===== config.mk =====
export PLATFORM = sky130hd
export DESIGN_NAME = tge_tx_packetizer
export DESIGN_NICKNAME = d
export VERILOG_FILES = /design/src/rtl/tge_pkg.sv /design/src/rtl/tge_tx_packetizer.sv
export SDC_FILE = /design/constraint.sdc
export NUM_CORES = 1
export LEC_CHECK = 0
export ABC_AREA = 1
export BUFFER_PORTS_ARGS = -buffer_cell sky130_fd_sc_hd__buf_2
export CELL_PAD_IN_SITES_DETAIL_PLACEMENT = 0
export CELL_PAD_IN_SITES_GLOBAL_PLACEMENT = 1
export CORE_MARGIN = 4
export CORE_UTILIZATION = 42
export CTS_CLUSTER_SIZE = 20
export DETAILED_ROUTE_END_ITERATION = 7
export GPL_TIMING_DRIVEN = 1
export PLACE_DENSITY_LB_ADDON = 0.3
export SYNTH_ARGS = -nofsm -noshare
export SYNTH_HDL_FRONTEND = slang
export SYNTH_SLANG_ARGS = --single-unit

===== constraint.sdc =====
create_clock -name clk -period 13.58 [get_ports clk]
set_clock_uncertainty 0.2 [all_clocks]
set_input_delay 0.679 -clock clk [delete_from_list [all_inputs] [get_ports clk]]
set_output_delay 0.679 -clock clk [all_outputs]
set_load 0.01 [all_outputs]

===== src/rtl/tge_pkg.sv =====
// Shared definitions for the 10GbE transmit packetizer: FSM encoding and header word layout.
package tge_pkg;

    localparam int TGE_SEQ_W     = 48;
    localparam int TGE_LEN_FLD_W = 16;
    localparam int TGE_WORD_W    = TGE_SEQ_W + TGE_LEN_FLD_W;

    localparam logic [1:0] ST_IDLE = 2'd0;
    localparam logic [1:0] ST_HDR  = 2'd1;
    localparam logic [1:0] ST_PAY  = 2'd2;
    localparam logic [1:0] ST_GAP  = 2'd3;

    // Header word: sequence number in the upper bits, payload length (words) in the low 16.
    function automatic logic [TGE_WORD_W-1:0] tge_hdr(input logic [TGE_SEQ_W-1:0]     seq,
                                                      input logic [TGE_LEN_FLD_W-1:0] len);
        return {seq, len};
    endfunction

endpackage


===== src/rtl/tge_tx_packetizer.sv =====
// Packetizer: slices a 64-bit sample stream into UDP frames, each led by a {seq,len} header word.
// Latency: accepted sample appears on tx_data the next cycle; header one cycle after HDR entry.
// Backpressure: tx_afull in cycle N blocks issue in N+1; in_ready = PAY && !tx_afull, no frame timeout.
module tge_tx_packetizer
    import tge_pkg::*;
#(
    parameter int LEN_W     = 10,
    parameter int SEQ_W     = TGE_SEQ_W,
    parameter int GAP_WORDS = 2
) (
    input  logic             clk,
    input  logic             rst,
    input  logic             enable,
    input  logic [LEN_W-1:0] payload_len,
    input  logic [31:0]      dest_ip,
    input  logic [15:0]      dest_port,
    input  logic             in_valid,
    input  logic [63:0]      in_data,
    output logic             in_ready,
    output logic             tx_valid,
    output logic             tx_end_of_frame,
    output logic [63:0]      tx_data,
    output logic [31:0]      tx_dest_ip,
    output logic [15:0]      tx_dest_port,
    input  logic             tx_afull,
    input  logic             tx_overflow,
    output logic [31:0]      pkt_count,
    output logic [15:0]      ovf_count,
    output logic             busy
);

    localparam int              GAP_CW       = (GAP_WORDS > 1) ? $clog2(GAP_WORDS) : 1;
    localparam logic [GAP_CW-1:0] GAP_LAST   = GAP_CW'((GAP_WORDS > 0) ? GAP_WORDS - 1 : 0);
    localparam logic [1:0]      ST_AFTER_EOF = (GAP_WORDS > 0) ? ST_GAP : ST_IDLE;

    logic [1:0]        state;
    logic [SEQ_W-1:0]  seq_q;
    logic [LEN_W-1:0]  len_q;
    logic [LEN_W-1:0]  remaining;
    logic [GAP_CW-1:0] gap_cnt;
    logic [31:0]       ip_q;
    logic [15:0]       port_q;
    logic              accept;

    assign in_ready     = (state == ST_PAY) && !tx_afull;
    assign accept       = in_valid && in_ready;
    assign busy         = (state != ST_IDLE);
    assign tx_dest_ip   = ip_q;
    assign tx_dest_port = port_q;

    always_ff @(posedge clk or posedge rst) begin
        if (rst) begin
            state           <= ST_IDLE;
            seq_q           <= '0;
            len_q           <= '0;
            remaining       <= '0;
            gap_cnt         <= '0;
            ip_q            <= '0;
            port_q          <= '0;
            tx_valid        <= 1'b0;
            tx_end_of_frame <= 1'b0;
            tx_data         <= '0;
            pkt_count       <= '0;
        end else begin
            tx_valid        <= 1'b0;
            tx_end_of_frame <= 1'b0;
            case (state)
                ST_IDLE: begin
                    // Destination and length are frozen here for the whole frame.
                    if (enable && !tx_afull) begin
                        len_q  <= payload_len;
                        ip_q   <= dest_ip;
                        port_q <= dest_port;
                        state  <= ST_HDR;
                    end
                end
                ST_HDR: begin
                    if (!tx_afull) begin
                        tx_valid  <= 1'b1;
                        tx_data   <= tge_hdr(TGE_SEQ_W'(seq_q), TGE_LEN_FLD_W'(len_q));
                        seq_q     <= seq_q + SEQ_W'(1);
                        remaining <= len_q;
                        if (len_q == '0) begin
                            tx_end_of_frame <= 1'b1;
                            pkt_count       <= pkt_count + 32'd1;
                            gap_cnt         <= '0;
                            state           <= ST_AFTER_EOF;
                        end else begin
                            state <= ST_PAY;
                        end
                    end
                end
                ST_PAY: begin
                    if (accept) begin
                        tx_valid  <= 1'b1;
                        tx_data   <= in_data;
                        remaining <= remaining - LEN_W'(1);
                        if (remaining == LEN_W'(1)) begin
                            tx_end_of_frame <= 1'b1;
                            pkt_count       <= pkt_count + 32'd1;
                            gap_cnt         <= '0;
                            state           <= ST_AFTER_EOF;
                        end
                    end
                end
                ST_GAP: begin
                    if (gap_cnt == GAP_LAST) begin
                        state <= ST_IDLE;
                    end else begin
                        gap_cnt <= gap_cnt + GAP_CW'(1);
                    end
                end
                default: state <= ST_IDLE;
            endcase
        end
    end

    // Overflow is only reported to software; it never disturbs the frame in flight.
    always_ff @(posedge clk or posedge rst) begin
        if (rst) begin
            ovf_count <= '0;
        end else if (tx_overflow && (ovf_count != 16'hffff)) begin
            ovf_count <= ovf_count + 16'd1;
        end
    end

endmodule


Yosys cells after proc, flatten, opt, wreduce, memory -nomap -nowiden
Cells that the tools add are included.

cells by class
  eq/ne operators = 11
  $add $sub $neg = 5
  multiplexer cells = 32
  reductions and logical operators = 16
  bitwise logic cells = 1

operators with widths
  operator                 count
  $mux W32                 4
  $mux W64                 2
  $pmux W64 S2             1
  $pmux W32 S2             1
  $add A48 B1 Y48 const B  1
  $add A32 B1 Y32 const B  1
  $mux W10                 2
  $pmux W10 S2             1
  $add A16 B1 Y16 const B  1
  $ne A16 B16 Y1 const B   1
  $reduce_and A5 Y1        3
  $mux W1                  12
  $eq A10 B1 Y1 const B    1
  $logic_not A10 Y1        1
  $mux W2                  5
  $ne A2 B2 Y1 const B     5
  $sub A10 B1 Y10 const B  1
  $pmux W2 S4              1
  $eq A2 B2 Y1 const B     2
  $logic_and A1 B1 Y1      4
  $pmux W1 S2              2
  $reduce_and A2 Y1        2
  $reduce_bool A2 Y1       2
  $pmux W1 S3              1
  8 further kinds          8

word-level totals
  register bits = 233
  bits of input ports = 128

Logic depth before layout (Yosys ltp)
Gate-level depths: netlist of the first run.

  depth after elaboration = 5
  mapped depth = 12

Worst setup path before layout of the first run
OpenSTA, ideal clock, no wires.

  path kind = register to register
  start point = reg state[0]
  end point = reg pkt_count[5]
  cell stages (with the launch flop) = 13
  path slack = 11.570 ns
  arrival time = 1.692 ns
  data required time = 13.263 ns
  cell sequence = dfrtp_1 > inv_1 > ha_1 > buf_6 > inv_4 > nor2_8 > nand2_4 > nand2_1 > buf_4 > buf_2 > nand4_1 > nand2_1 > nand2_1

between the ends
  longest elaborated chain between the ends = 5

RTL lines
  item                                RTL line                  source
  from (decl)                         tge_tx_packetizer.sv:36   logic [1:0] state;
  from (signal assigned)              tge_tx_packetizer.sv:53   state <= ST_IDLE;
  from (signal assigned)              tge_tx_packetizer.sv:74   state <= ST_HDR;
  from (signal assigned)              tge_tx_packetizer.sv:87   state <= ST_AFTER_EOF;
  $eq A2 B2 Y1                        tge_tx_packetizer.sv:45   assign in_ready = (state == ST_PAY) && !tx_afull;
  $logic_and A1 B1 Y1                 tge_tx_packetizer.sv:45
  via in_ready                        tge_tx_packetizer.sv:19   output logic in_ready,
  $logic_and A1 B1 Y1                 tge_tx_packetizer.sv:46   assign accept = in_valid && in_ready;
  $ne A2 B2 Y1 (no source line)       --
  $reduce_and A5 Y1 (no source line)  --
  to (signal assigned)                tge_tx_packetizer.sv:85   pkt_count <= pkt_count + 32'd1;
  to (signal assigned)                tge_tx_packetizer.sv:100  pkt_count <= pkt_count + 32'd1;
  to (decl)                           tge_tx_packetizer.sv:27   output logic [31:0] pkt_count,

The timed path passes the listed nets, and every way through them passes these cells.
A chain may end at the register's enable or synchronous reset.

Worst setup path in the final report of the first run
  start point = reg state[0]
  end point = reg remaining[5]

between the ends
  longest elaborated chain between the ends = 5

RTL lines
  item                                RTL line                                          source
  $eq A2 B2 Y1                        tge_tx_packetizer.sv:45, tge_tx_packetizer.sv:67
  $logic_and A1 B1 Y1                 tge_tx_packetizer.sv:45
  $logic_and A1 B1 Y1                 tge_tx_packetizer.sv:46
  $ne A2 B2 Y1 (no source line)       --
  $reduce_and A3 Y1 (no source line)  --
  to (signal assigned)                tge_tx_packetizer.sv:82                           remaining <= len_q;
  to (signal assigned)                tge_tx_packetizer.sv:97                           remaining <= remaining - LEN_W'(1);
  to (decl)                           tge_tx_packetizer.sv:39                           logic [LEN_W-1:0] remaining;

Several ways; a longest one is shown, not always the timed one.

==> qor.txt, run 1 <==
CP Cell Sequence: inv_1, ha_2, inv_4, nand3_1, nand2_4, buf_4, nand2_1, o21ai_0, inv_1
crit path DAT: 3470 ps
Comb power frac: 34.0%
GRT Total Usage: 21.58%
Top delay family on crit path: buffers and inverters
cell depth of the worst setup path: 9
PD cells: 198.0 mW/mm2
setup TNS: 0 ps
met1 GRT Util: 29.93%
flops & latches, synth: 233
net count after synthesis: 1532
Filler Cell Count: 2605
Post-CTS Hold Fix Bufs: 0
area leader, netlist: dfrtp_1
CTS Buffer Depth: 3
GPL Wtd Cong: 0.9009
Overflow after GRT: 0
routed wire length: 33410 um
Ant. Diodes: 0
synth top area cells: dfrtp_1 (50%), nand2_1 (14%), nor2_1 (6.1%)
Die X: 174.4 um
DRT Pass-1 Iters: 7
Final Setup Violations: 0
dpl hpwl: 24700 um
Final Max Slew Viols: 0
number of synthesized flops with an enable pin: 0
largest net degree at the start of global routing: 127
initial detailed-routing violation count: 662
global-route wire length before repair: 54220 um
Seq/Total Area, Yosys: 50.14%
count leader, synth: nand2_1
# clock sinks: 233
Final Net Count: 1817
postcts setup bufs: 0
Die Ht: 174.4 um
Multi-input gate area: 0.005167 mm2
clock latency on the worst-skew pair: 540 ps
WP data required: 13800 ps
Mean Syn Cell Area: 8.336 um2
Final Hold Viols: 0
Sequential Power Share: 37.6%
Worst Tran Pin Value: 1202 ps
synth warn: 0
GR Util met3: 4.437%
Clk pwr share: 28.4%
RSZ-0062 raised after global routing: no
Syn-to-layout area delta: 23.81%
Port Buf Inserts: 291
wire per inst: 16.13 um
cell at the slowest stage of the critical path: buf_4
critical setup path kind: reg -> reg
Largest stage delay, worst path: 870 ps
CTS Buf Count: 28
net switching fraction of the power: 36.11%
# resized after CTS: 0
met2 GRT Util: 35.17%
P_int: 1.821 mW
critical path buffer and inverter count: 4
Fin Hold WS: 10.34 ps
pre-CTS setup slack: 10280 ps
clk slew on worst S/H paths: 60 ps
Leakage: 6.982 nW
vias in the first global route: 10200
crit path capture type: register
Async S/R FF share, synth: 100.0%
vias per inst: 4.986
Worst slew margin: 19.87%
Worst VDD drop: 0.0001358 V
Final WS setup: 10330 ps
top cells by count, synth: nand2_1 (440), dfrtp_1 (233), nor2_1 (188)
Remaining DRCs: 0
post-route clock period utilization: 23.90%
min-delay worst type: in -> async
Synth top area share: 50.14%
Reg area: 0.005831 mm2
most used cell, CP: inv_1
die area: 0.03041 mm2
Reg2Reg Depth: 9
core footprint: 0.02710 mm2
fin util: 53.13%
initial antenna violation count: 1
CP max FO: 126
clock root cell: clkbuf_16
Max Cap Viol: 0
post-route ant nets: 0
Sw Pwr: 1.029 mW
Distinct cells, synth: 38
Synth Flop Type: dfrtp_1
vias post-DR: 10330
Row Count: 60
TritonCTS clock tree: done
status: finished clean
post-layout min period: 3246 ps
Startpoint Class: register
num ports: 292
Fmax: 0.3081 GHz
share of cells above drive strength 1: 25.19%
post-synth design cell area: 0.01163 mm2
Cells after Synth: 1395
most used routing layer: met2
htree depth: 1
initial core utilization: 42.91%
==> worst paths after layout <==
path                                       from                         end  slack [ps]
max reg2reg                state[0]$_DFFE_PP0P_    remaining[5]$_DFFE_PP0P_       10330
max                        state[0]$_DFFE_PP0P_    remaining[5]$_DFFE_PP0P_       10330
min in group clk                    dest_ip[24]  tx_dest_ip[24]$_DFFE_PP0P_         170
min reg2reg                 gap_cnt$_DFFE_PP0P_         gap_cnt$_DFFE_PP0P_         280
max in group asynchronous                   rst        len_q[5]$_DFFE_PP0P_       11700
min                                         rst    ovf_count[5]$_DFFE_PP0P_          10
==> registers in the layout (all words and copies together), names as in the netlist <==
name,flops
tx_data,64
seq_q,48
pkt_count,32
tx_dest_ip,32
ovf_count,16
tx_dest_port,16
len_q,10
remaining,10
state,2
gap_cnt,1
tx_end_of_frame,1
tx_valid,1
==> cells by family (layout without fill, tap and decap cells) <==
logic type / Yosys count / count (layout) / share of synthesized area (%)
fa+ha+maj: 9 / 9 / 0.9684
xor+xnor: 50 / 50 / 3.766
compound gates: 111 / 111 / 5.907
mux: 58 / 58 / 5.617
buf+inv: 156 / 460 / 5.552
flops: 233 / 233 / 50.14
simple gates: 778 / 778 / 28.05
==> layer usage <==
metal  vias up  routed length, um
met5         -                 20
met4         2                632
met3        52               2330
met2       313              15630
met1      4879              14790
li1       5080                  -
==> cell usage in the layout (no fill, tap or decap), types with 2 or more instances in the layout <==
master     instances
a21oi_1           19
a22oi_1            3
a31oi_1           52
a32o_1             6
buf_2            291
buf_4              5
bufinv_16          6
clkbuf_1           6
clkbuf_16         29
clkbuf_8           3
clkinv_2           4
dfrtp_1          233
ha_1               8
inv_1            108
inv_2              5
mux2_2            58
nand2_1          439
nand2_2            4
nand2_4            2
nand3_1           64
nand3_2            3
nand3b_1          15
nand4_1           24
nor2_1           188
nor2_2             5
nor2_4             3
nor3_1            25
o21ai_0           27
xnor2_1           24
xor2_1            26
==> through the flow <==
step                      instance area, um2  power (mW)  cells
after floorplan                        11630       1.691   1395
after global placement                 13400       2.029   2022
after detailed placement               13400       2.063   2022
after CTS                              14400       2.888   2071
after global routing                   14400       3.047   2071
final                                  14400       2.850   2071
==> area by class of cell <==
type | instances | share of cell area (%)
sequential | 233 | 40.50
multi-input combinational | 1006 | 35.89
timing repair buffer | 296 | 10.38
clock buffer | 38 | 5.484
tap | 372 | 3.233
inverter | 115 | 3.068
clock inverter | 11 | 1.451
==> power by group through the flow <==
stage                     clock (mW)  combinational [mW]  sequential (mW)
after global routing           0.858                1.08             1.10
after detailed placement           0               0.984             1.08
after global placement             0               0.957             1.07
final                          0.809               0.968             1.07
after CTS                      0.830               0.985             1.07
after floorplan                    0               0.548             1.14
(Power assumes the default switching activity.)
==> run 2: changes to the inputs <==
--- a/config.mk
+++ b/config.mk
@@ -10,7 +10,7 @@
 export CELL_PAD_IN_SITES_DETAIL_PLACEMENT = 0
 export CELL_PAD_IN_SITES_GLOBAL_PLACEMENT = 1
 export CORE_MARGIN = 4
-export CORE_UTILIZATION = 42
+export CORE_UTILIZATION = 36
 export CTS_CLUSTER_SIZE = 20
 export DETAILED_ROUTE_END_ITERATION = 7
 export GPL_TIMING_DRIVEN = 1
==> constraint.sdc (replaced) <==
create_clock -name clk -period 2.9 [get_ports clk]
set_clock_uncertainty 0.2 [all_clocks]
set_input_delay 0.145 -clock clk [delete_from_list [all_inputs] [get_ports clk]]
set_output_delay 0.145 -clock clk [all_outputs]
set_load 0.01 [all_outputs]
==> qor.txt, run 2 (same netlist as run 1, synthesis figures left out) <==
Remaining DRCs: 0
Leakage: 7.612 nW
CP max FO: 8
non-filler instance count after layout: 2251
post-route cell area: 0.01589 mm2
Largest Register: tx_data
setup TNS: 0 ps
post-layout min period: 2662 ps
dpl hpwl: 26030 um
crit path DAT: 2930 ps
Placement Cell Area: 0.01359 mm2
DRT Pass-1 Iters: 5
vias per inst: 4.840
global-route wire length before repair: 59820 um
vias in the first global route: 11220
post-route ant nets: 0
Final Max Slew Viols: 0
Worst VDD drop: 0.0006022 V
clock root cell: clkbuf_16
wire per inst: 16.09 um
Final Setup Violations: 0
initial core utilization: 36.66%
post-route clock period utilization: 91.78%
die area: 0.03524 mm2
Overflow after GRT: 0
GRT Total Usage: 20.40%
status: finished clean
htree depth: 1
Die X: 187.7 um
critical setup path kind: reg -> reg
# resized after CTS: 0
FF-to-FF setup slack: 240 ps
CTS Buffer Depth: 3
crit path capture type: register
clock latency on the worst-skew pair: 540 ps
placed insts: 2065
Filler Cell Count: 3082
CTS Buf Count: 28
Reg2Reg Depth: 8
max reg flops: 64
Row Count: 65
Max Cap Viol: 0
biggest regs: tx_data: 64 flops, seq_q: 48 flops
Critical R2R Launch: state[0]$_DFFE_PP0P_
Worst slew margin: 45.87%
WP data required: 3170 ps
initial antenna violation count: 1
Die Ht: 187.7 um
pre-CTS setup slack: 349.4 ps
Syn-to-layout area delta: 36.62%
Fmax: 0.3757 GHz
share of cells above drive strength 1: 23.92%
Startpoint Class: register
Port Buf Inserts: 291
commonest cells after routing, fill and taps aside: nand2_1 (439), buf_2 (291), dfrtp_1 (233)
min-delay worst type: in -> async
GPL Wtd Cong: 0.8896
# clock sinks: 233
Final Net Count: 1965
commonest non-fill, non-tap cell in the layout: nand2_1
worst r2r dst: tx_valid$_DFF_PP0_
largest net degree at the start of global routing: 129
Final WS setup: 238.4 ps
PD cells: 845.6 mW/mm2
Worst Tran Pin Value: 810.3 ps
vias post-DR: 10900
routed wire length: 36210 um
initial detailed-routing violation count: 539
RSZ-0062 raised after global routing: no
clk slew on worst S/H paths: 60 ps
Final Hold Viols: 0
num ports: 292
Fin Hold WS: 113.6 ps
TritonCTS clock tree: done
core footprint: 0.03172 mm2
## run 2: changes by cell type in the layout (fill, tap and decap cells not counted)
| cell | before | now |
|---|---|---|
| dlygate4sd3_1 | 0 | 135 |
| buf_4 | 5 | 13 |
| buf_12 | 0 | 5 |
| bufinv_16 | 6 | 3 |
| clkinv_2 | 4 | 6 |
| clkinvlp_4 | 0 | 2 |
| clkbuf_8 | 3 | 4 |
| diode_2 | 0 | 1 |
| inv_8 | 1 | 0 |
## run 2: timing repair
item,4_1_cts,5_1_grt
endpoints found under the hold margin,159,0
hold buffers,135,0
setup endpoints to repair,0,0
setup buffers,0,0
## run 2: layout make-up
type	instances	area, um2	share of cell area (%)
Clock buffer	39	803.3	5.056
Tap cell	402	503.0	3.166
Multi-Input combinational cell	1006	5167	32.53
Clock inverter	11	136.4	0.8585
Timing Repair Buffer	444	3005	18.92
Inverter	115	437.9	2.757
Sequential cell	233	5831	36.70
Antenna cell	1	2.502	0.01575
## run 2: metrics by stage
| step | util (%) | total power [mW] |
|---|---|---|
| floorplan | - | 7.921 |
| global placement | 42.86 | 9.609 |
| detailed placement | 42.86 | 9.714 |
| CTS | 50.08 | 13.58 |
| global route | 50.08 | 14.43 |
| finish | 50.09 | 13.43 |
## run 2: power breakdown
part           total (mW)  internal [mW]  switching [mW]
sequential           5.03           4.32           0.713
combinational        4.80           1.99            2.81
clock                3.60           2.19            1.41
total                13.4           8.50            4.93
## run 2: metal layers
layer	up-vias	track usage [%]	wire length [um]
met1	5153	28.52	16540
met2	316	33.20	16660
met3	46	4.244	2339
met5	-	0	7
met4	2	3.896	668
li1	5378	-	-
## run 2: worst max-delay path by stage
| stage | slack [ps] | cells after the start | end | start |
|---|---|---|---|---|
| floorplan | -490 | 1 | gap_cnt$_DFFE_PP0P_ | rst |
| global placement | 450 | 7 | state[1]$_DFFE_PP0P_ | state[0]$_DFFE_PP0P_ |
| detailed placement | 350 | 7 | state[1]$_DFFE_PP0P_ | state[0]$_DFFE_PP0P_ |
| CTS | 230 | 8 | tx_valid$_DFF_PP0_ | state[0]$_DFFE_PP0P_ |
| global route | 150 | 8 | tx_valid$_DFF_PP0_ | state[0]$_DFFE_PP0P_ |
| finish | 240 | 8 | tx_valid$_DFF_PP0_ | state[0]$_DFFE_PP0P_ |
## run 2: critical path: stages (launching register included)
cell and delay [ps]:
dfrtp_1 430, inv_1 130, ha_2 220, inv_4 60, nor2_8 160, nand2_4 100
dlygate4sd3_1 580, a21oi_1 150, dlygate4sd3_1 580
==> run 3: changes to the inputs <==
--- a/config.mk
+++ b/config.mk
@@ -6,13 +6,13 @@
 export NUM_CORES = 1
 export LEC_CHECK = 0
 export ABC_AREA = 1
-export BUFFER_PORTS_ARGS = -buffer_cell sky130_fd_sc_hd__buf_2
 export CELL_PAD_IN_SITES_DETAIL_PLACEMENT = 0
 export CELL_PAD_IN_SITES_GLOBAL_PLACEMENT = 1
 export CORE_MARGIN = 4
-export CORE_UTILIZATION = 36
+export CORE_UTILIZATION = 42
 export CTS_CLUSTER_SIZE = 20
 export DETAILED_ROUTE_END_ITERATION = 7
+export DONT_BUFFER_PORTS = 1
 export GPL_TIMING_DRIVEN = 1
 export PLACE_DENSITY_LB_ADDON = 0.3
 export SYNTH_ARGS = -nofsm -noshare
==> qor.txt, run 3 (same netlist as run 1, synthesis figures left out) <==
TritonCTS clock tree: done
WP data required: 3110 ps
Die Ht: 174.4 um
commonest cells after routing, fill and taps aside: nand2_1 (439), dfrtp_1 (233), dlygate4sd3_1 (189)
Die X: 174.4 um
# clock sinks: 233
clock root cell: clkbuf_16
status: finished clean
Largest Register: tx_data
CP startpoint: state[0]$_DFFE_PP0P_
Port Buf Inserts: 0
critical path buffer and inverter count: 4
post-route ant nets: 0
share of cells above drive strength 1: 9.119%
Final Hold Viols: 0
critical setup path kind: reg -> reg
initial core utilization: 42.91%
Overflow after GRT: 0
CP Cell Sequence: inv_1, ha_2, inv_4, nor2_8, nand2_4, nand2_4, inv_4, a21oi_1, a21oi_1, dlygate4sd3_1
post-route clock period utilization: 92.15%
vias in the first global route: 10460
commonest non-fill, non-tap cell in the layout: nand2_1
vias per inst: 5.140
crit path DAT: 2880 ps
min-delay worst type: in -> reg
biggest regs: tx_data: 64 flops, seq_q: 48 flops
Worst VDD drop: 0.0006254 V
setup TNS: 0 ps
Startpoint Class: register
GPL Wtd Cong: 0.8865
wire per inst: 18.34 um
FF-to-FF setup slack: 230 ps
CP Capture Point: tx_data[9]$_DFFE_PP0P_
Final Total Pwr: 13.19 mW
DRT Pass-1 Iters: 5
CTS Buffer Depth: 3
Placement Cell Area: 0.01206 mm2
crit path capture type: register
routed wire length: 36200 um
core footprint: 0.02710 mm2
dpl hpwl: 24150 um
CTS Buf Count: 26
Max Cap Viol: 0
Leakage: 6.572 nW
vias post-DR: 10150
Worst slew margin: 39.30%
largest net degree at the start of global routing: 62
RSZ-0062 raised after global routing: no
initial detailed-routing violation count: 624
htree depth: 1
Final Setup Violations: 0
max reg flops: 64
Final Max Slew Viols: 0
postcts setup bufs: 0
cell at the slowest stage of the critical path: dlygate4sd3_1
initial antenna violation count: 0
Syn-to-layout area delta: 27.42%
Critical R2R Launch: state[0]$_DFFE_PP0P_
Row Count: 60
clock latency on the worst-skew pair: 530 ps
PD cells: 890.0 mW/mm2
fin util: 54.67%
Final Net Count: 1723
post-layout min period: 2672 ps
die area: 0.03041 mm2
num ports: 292
clk slew on worst S/H paths: 60 ps
worst r2r dst: tx_data[9]$_DFFE_PP0P_
CP max FO: 17
Top delay family on crit path: buffers and inverters
Remaining DRCs: 0
cell depth of the worst setup path: 10
Worst Tran Pin Value: 908.6 ps
global-route wire length before repair: 57920 um
Largest stage delay, worst path: 560 ps
GRT Total Usage: 23.38%
Reg2Reg Depth: 10
Fmax: 0.3742 GHz
post-route cell area: 0.01482 mm2
[run 3: cell count changes in the layout (fill, tap and decap cells not counted), moves of 2 or more]
cell	before	now
clkbuf_8	4	2
buf_4	13	10
clkbuf_16	29	27
clkbuf_1	6	3
a21oi_2	0	2
a21oi_1	19	17
buf_2	291	0
dlygate4sd3_1	135	189
clkinv_2	6	8
[run 3: what timing repair did]
action,in CTS,in global routing
gates resized for setup,0,5
hold buffers,189,0
endpoints found under the hold margin,227,0
setup endpoints to repair,0,3
[run 3: metal layers]
| metal | track usage, % | part of all wire, % |
|---|---|---|
| met5 | 0 | 0 |
| met2 | 39.57 | 48 |
| met4 | 5.015 | 2.1 |
| met1 | 30.54 | 42 |
| met3 | 5.807 | 8.5 |
[run 3: final cells by class]
cell class,count,area (um2)
clock buffer,32,714.4
antenna,1,2.502
fill,2422,12280
timing repair buffer,204,2058
inverter,115,440.4
tap,372,465.4
multi-input combinational,1006,5175
sequential,233,5831
clock inverter,11,130.1
[run 3: how the worst min path moves through the flow]
stage	to	cells after the start	slack [ps]	from
2_1_floorplan	tx_data[4]$_DFFE_PP0P_	2	90	in_data[4]
3_3_place_gp	ovf_count[4]$_DFFE_PP0P_	1	40	rst
3_5_place_dp	ovf_count[4]$_DFFE_PP0P_	1	40	rst
4_1_cts	tx_dest_ip[16]$_DFFE_PP0P_	3	0.7	enable
5_1_grt	tx_dest_ip[16]$_DFFE_PP0P_	3	20	enable
6_report	tx_dest_ip[16]$_DFFE_PP0P_	3	30	enable
[run 3: report_power, final]
| part | switching, mW | internal, mW |
|---|---|---|
| combinational | 2.17 | 1.91 |
| clock | 1.35 | 2.00 |
| sequential | 1.45 | 4.32 |
[run 3: worst min-delay path, stage by stage]
cell and delay (ps):
nand3_2 80, buf_12 190, mux2_2 260
[run 3: metrics by stage]
stage	setup WS, ps	cells	hold slack [ps]
finish	227.6	1974	32.08
global placement	405.6	1741	38.83
CTS	130.7	1973	0.7118
global route	75.63	1973	23.44
detailed placement	332.6	1741	39.55
floorplan	-494.9	1395	87.01
